[src/rtl/l1_ld_mem_ctrl.sv]
// L1 load-data SRAM initiator: read/write issue, 2-entry response skid, write forwarding.
// Define L1_LD_MEM_PARITY_EN to store a parity bit per word and report RSP_ERR.
module l1_ld_mem_ctrl #(
  parameter int WIDTH = 32,
  parameter int DEPTH = 1024,
  localparam int AW = $clog2(DEPTH),
`ifdef L1_LD_MEM_PARITY_EN
  localparam int MW = WIDTH + 1
`else
  localparam int MW = WIDTH
`endif
) (
  input  logic             CLK,
  input  logic             RST_N,
  input  logic             RD_VAL,
  output logic             RD_RDY,
  input  logic [AW-1:0]    RD_ADDR,
  input  logic             WR_VAL,
  output logic             WR_RDY,
  input  logic [AW-1:0]    WR_ADDR,
  input  logic [WIDTH-1:0] WR_DATA,
  output logic             RSP_VAL,
  input  logic             RSP_RDY,
  output logic [WIDTH-1:0] RSP_DATA,
  output logic             RSP_ERR,
  input  logic             M_READY,
  output logic             M_REN,
  output logic [AW-1:0]    M_RADDR,
  input  logic [MW-1:0]    M_RDATA,
  output logic             M_WEN,
  output logic [AW-1:0]    M_WADDR,
  output logic [MW-1:0]    M_WDATA
);

  typedef enum logic {INIT = 1'b0, RUN = 1'b1} state_t;

  state_t           state_q, state_d;
  logic             s1_v_q, s1_v_d;
  logic             s1_fwd_q, s1_fwd_d;
  logic [WIDTH-1:0] s1_wd_q, s1_wd_d;
  logic [WIDTH-1:0] s1_data;
  logic [WIDTH-1:0] buf_q [2];
  logic [WIDTH-1:0] buf_d [2];
  logic             wp_q, wp_d;
  logic             rp_q, rp_d;
  logic [1:0]       cnt_q, cnt_d;
  logic [1:0]       occ;
  logic             run, rd_acc, wr_acc, push, pop;

  assign run    = (state_q == RUN);
  assign occ    = cnt_q + {1'b0, s1_v_q};
  assign RD_RDY = run & (occ < 2'd2);
  assign WR_RDY = run;
  assign rd_acc = RD_VAL & RD_RDY;
  assign wr_acc = WR_VAL & WR_RDY;

  assign M_REN   = rd_acc;
  assign M_RADDR = RD_ADDR;
  assign M_WEN   = wr_acc;
  assign M_WADDR = WR_ADDR;

  // forwarded data overrides the stale word the SRAM returns
  assign s1_data = s1_fwd_q ? s1_wd_q : M_RDATA[WIDTH-1:0];
  assign push    = s1_v_q & ~((cnt_q == 2'd0) & RSP_RDY);
  assign pop     = (cnt_q != 2'd0) & RSP_RDY;

  assign RSP_VAL  = (cnt_q != 2'd0) | s1_v_q;
  assign RSP_DATA = (cnt_q != 2'd0) ? buf_q[rp_q] :
                    (s1_v_q ? s1_data : '0);

`ifdef L1_LD_MEM_PARITY_EN
  logic s1_err;
  logic err_q [2];
  logic err_d [2];

  assign M_WDATA = {^WR_DATA, WR_DATA};
  assign s1_err  = ~s1_fwd_q & (^M_RDATA);
  assign RSP_ERR = (cnt_q != 2'd0) ? err_q[rp_q] :
                   (s1_v_q & s1_err);

  always_comb begin
    err_d = err_q;
    if (push) err_d[wp_q] = s1_err;
  end

  always_ff @(posedge CLK or negedge RST_N) begin
    if (!RST_N) begin
      err_q[0] <= 1'b0;
      err_q[1] <= 1'b0;
    end else begin
      err_q <= err_d;
    end
  end
`else
  assign M_WDATA = WR_DATA;
  assign RSP_ERR = 1'b0;
`endif

  always_comb begin
    state_d  = state_q;
    if (state_q == INIT && M_READY) state_d = RUN;
    s1_v_d   = rd_acc;
    s1_fwd_d = rd_acc ? (wr_acc & (WR_ADDR == RD_ADDR)) : s1_fwd_q;
    s1_wd_d  = rd_acc ? WR_DATA : s1_wd_q;
    buf_d    = buf_q;
    if (push) buf_d[wp_q] = s1_data;
    wp_d     = wp_q ^ push;
    rp_d     = rp_q ^ pop;
    cnt_d    = cnt_q + {1'b0, push} - {1'b0, pop};
  end

  always_ff @(posedge CLK or negedge RST_N) begin
    if (!RST_N) begin
      state_q  <= INIT;
      s1_v_q   <= 1'b0;
      s1_fwd_q <= 1'b0;
      s1_wd_q  <= '0;
      buf_q[0] <= '0;
      buf_q[1] <= '0;
      wp_q     <= 1'b0;
      rp_q     <= 1'b0;
      cnt_q    <= 2'd0;
    end else begin
      state_q  <= state_d;
      s1_v_q   <= s1_v_d;
      s1_fwd_q <= s1_fwd_d;
      s1_wd_q  <= s1_wd_d;
      buf_q    <= buf_d;
      wp_q     <= wp_d;
      rp_q     <= rp_d;
      cnt_q    <= cnt_d;
    end
  end

endmodule

[config.mk]
export PLATFORM = sky130hd
export DESIGN_NAME = l1_ld_mem_ctrl
export DESIGN_NICKNAME = d
export VERILOG_FILES = /design/src/rtl/l1_ld_mem_ctrl.sv
export SDC_FILE = /design/constraint.sdc
export NUM_CORES = 1
export LEC_CHECK = 0
export CORE_MARGIN = 1.5
export CORE_UTILIZATION = 30
export DETAILED_ROUTE_END_ITERATION = 6
export PLACE_DENSITY_LB_ADDON = 0.12
export SYNTH_ARGS = -nofsm -noshare
export SYNTH_HDL_FRONTEND = slang
export SYNTH_SLANG_ARGS = --single-unit
export TNS_END_PERCENT = 20
[constraint.sdc]
create_clock -name CLK -period 4 [get_ports CLK]
set_input_delay 0.4 -clock CLK [delete_from_list [all_inputs] [get_ports CLK]]
set_output_delay 0.4 -clock CLK [all_outputs]
set_load 0.02 [all_outputs]
==> metrics <==
antenna violations before repair 0; Post-Route WL 13.23 mm; worst path arrival time 2.65 ns; status complete, but fails checks; Peak VDD IR 0.3437 mV; Least-Margin Pin Slew 1.122 ns; Final period util 0.7620; vias in the first global route 4011; layout cells sized above 1 0.09318; sequential share of the synthesized area 0.4983; post-DP HPWL 8.933 mm; FF-to-FF path depth 7; Port Buffers 178; Reg area 0.002580 mm2; Synth area leader dfrtp_1; Area growth syn-to-layout 36.65%; failing checks negative hold slack; clk sinks 103; TritonCTS Buffers 9; Max Root-Sink Buffers 2; most frequent cell after synthesis dfrtp_1; Commonest cells post-synth 103 x dfrtp_1, 67 x a21oi_1, 65 x mux2i_1, 64 x nor2_1, 56 x buf_4; max incr delay on CP 0.74 ns; Total GRT Usage 0.1507; DR vias/cell 4.724; Final setup viols 0; CTS tree built; final hold slack -0.003909 ns; synthesized area 0.005172 mm2; Die Ht 134.3 um; fin nets 688; Synth top area share 0.4983; CP top delay family buffers and inverters; Placed Instances 805; ys flop type dfrtp_1; largest family of logic cells by synthesized area multiplexers; Net Count, Synth 574; Yosys warning count 0; Cell Pwr Density 775.9 mW/mm2; Fin. Hold Viols 1; simple-gate share of the synthesized area 0.05999; TNS Setup 0 ns; CTS root buf clkbuf_16; Syn Inst Count 482; FILL cells 1600; Antenna Cells 0; Setup Skew 0.007739 ns; Hold-fix buffers, CTS 0; Overflow after GRT 0; CTS clk-pin slew, worst paths 0.07 ns; Setup CP Type register to output port; synthesized flop and latch total 103; crit-path cells buf_4, mux2i_1, o22ai_1, clkdlybuf4s50_1; Final Non-Filler Cells 821; row cnt 47; clk_lat worst skew 0.34 ns; min-delay worst type primary input to async pin; Worst setup SP type register; Max-slew headroom 0.2521; initial drt markers 142; Multi-input gate area 0.002059 mm2; first-pass GRT wire length 21.00 mm; fin worst setup slack 0.9518 ns; RSZ-0062 raised after global routing no; Crit. Startpoint s1_fwd_q$_DFFE_PN0P_; P_leak 2.790 nW; nature of the critical path endpoint output port; Synth Area per Inst 10.73 um2; fmax 0.3281 GHz; XOR/XNOR Fraction of Synth Area 0.02032; Post-CTS Resized 0; CP Buf/Inv Count 2; largest net degree at the start of global routing 65; DRC 0; Top-Level Pins 180; pre-CTS setup slack 1.320 ns; Post-DRT Antenna Nets 0; Post-CTS Setup Inserts 0; asr flop ratio synth 1.000; RR Startpoint cnt_q[1]$_DFF_PN0_; mux contribution to synthesized area 0.1955; worst endpoint required time 3.60 ns; number of synthesized flops with an enable pin 0; Netlist cell types 30; crit path max fanout 17; Starting Density 0.3097; max-slew violations 0; wire length per cell 16.12 um; via count 3878; Area contributors post-synth dfrtp_1 50%, mux2i_1 13%, buf_4 8.1%; Initial DRT Pass Iterations 7; GP Congestion 0.6801; die area 0.01804 mm2; Max Cap Viol 0; area fraction in compound gates after synthesis 0.1137; die width 134.3 um; min Tclk post-route 3.048 ns; Synth Area in Adders 0.004838; Core ar. 0.01670 mm2; CP Depth 4; CP max-delay cell dfrtp_2; H-tree depth 3
through the flow:
step | util | cell area [um2] | power [W]
floorplan | - | 5172 | 0.003534
global placement | 0.4053 | 6769 | 0.004597
detailed placement | 0.4053 | 6769 | 0.004658
CTS | 0.4232 | 7068 | 0.005580
global route | 0.4232 | 7068 | 0.005873
finish | 0.4232 | 7068 | 0.005484
final timing paths:
path	end	slack, ns
setup / recovery	RSP_DATA[23]	0.95
hold / removal	s1_wd_q[28]$_DFFE_PN0P_	-0.004
setup reg to reg	buf_q[36]$_DFFE_PN0P_	1.52
hold reg to reg	s1_wd_q[7]$_DFFE_PN0P_	0.50
max in group asynchronous	buf_q[43]$_DFFE_PN0P_	3.05
min in group CLK	s1_wd_q[7]$_DFFE_PN0P_	0.50
power by group:
| group | switching (W) | internal [W] | leakage, nW | total, W |
|---|---|---|---|---|
| Combinational | 0.00136 | 0.00132 | 1.48 | 0.00268 |
| Clock | 0.000387 | 0.000503 | 0.146 | 0.000890 |
| Sequential | 0.000361 | 0.00156 | 1.16 | 0.00192 |
| Total | 0.00211 | 0.00338 | 2.79 | 0.00548 |
cells in the final DEF (no fill, tap or decap), types with 2 or more instances in the layout:
cell	synthesis	routed
clkbuf_16	0	9
clkinv_2	0	2
mux2_2	25	25
nand2_1	2	2
clkdlybuf4s50_1	0	177
mux2i_1	65	65
xnor2_1	12	12
inv_1	4	4
mux2_1	7	7
nand4_1	2	2
nor2_1	64	64
o22ai_1	32	32
dfrtp_1	103	101
buf_4	56	9
dfrtp_2	0	2
a21oi_1	67	67
sequential cells by signal (all words and copies together), names as in the netlist:
register  cells
wp_q          1
s1_fwd_q      1
cnt_q         2
WR_RDY        1
buf_q        64
rp_q          1
s1_v_q        1
s1_wd_q      32
kinds of logic (layout without fill, tap and decap cells):
family          Yosys count  count (layout)
mux                      97              97
simple gates             76              76
flops                   103             103
fa+ha+maj                 2               2
buf+inv                  87             206
xor+xnor                 12              12
compound gates          104             104
other cells               1               1
layer usage:
| layer | vias up | track usage | wire [um] |
|---|---|---|---|
| li1 | 1863 | - | - |
| met1 | 1868 | 0.1930 | 5791 |
| met2 | 135 | 0.2470 | 6439 |
| met3 | 12 | 0.03704 | 805 |
| met4 | 0 | 0.05556 | 197 |
| met5 | - | 0 | 0 |
final cells by class:
| cell class | count | area share |
|---|---|---|
| Sequential cell | 103 | 0.3650 |
| Tap cell | 220 | 0.03894 |
| Clock inverter | 5 | 0.007966 |
| Clock buffer | 11 | 0.03434 |
| Inverter | 4 | 0.002124 |
| Timing Repair Buffer | 186 | 0.2602 |
| Multi-Input combinational cell | 292 | 0.2914 |
Note: power is estimated with default switching activity, not from simulation.
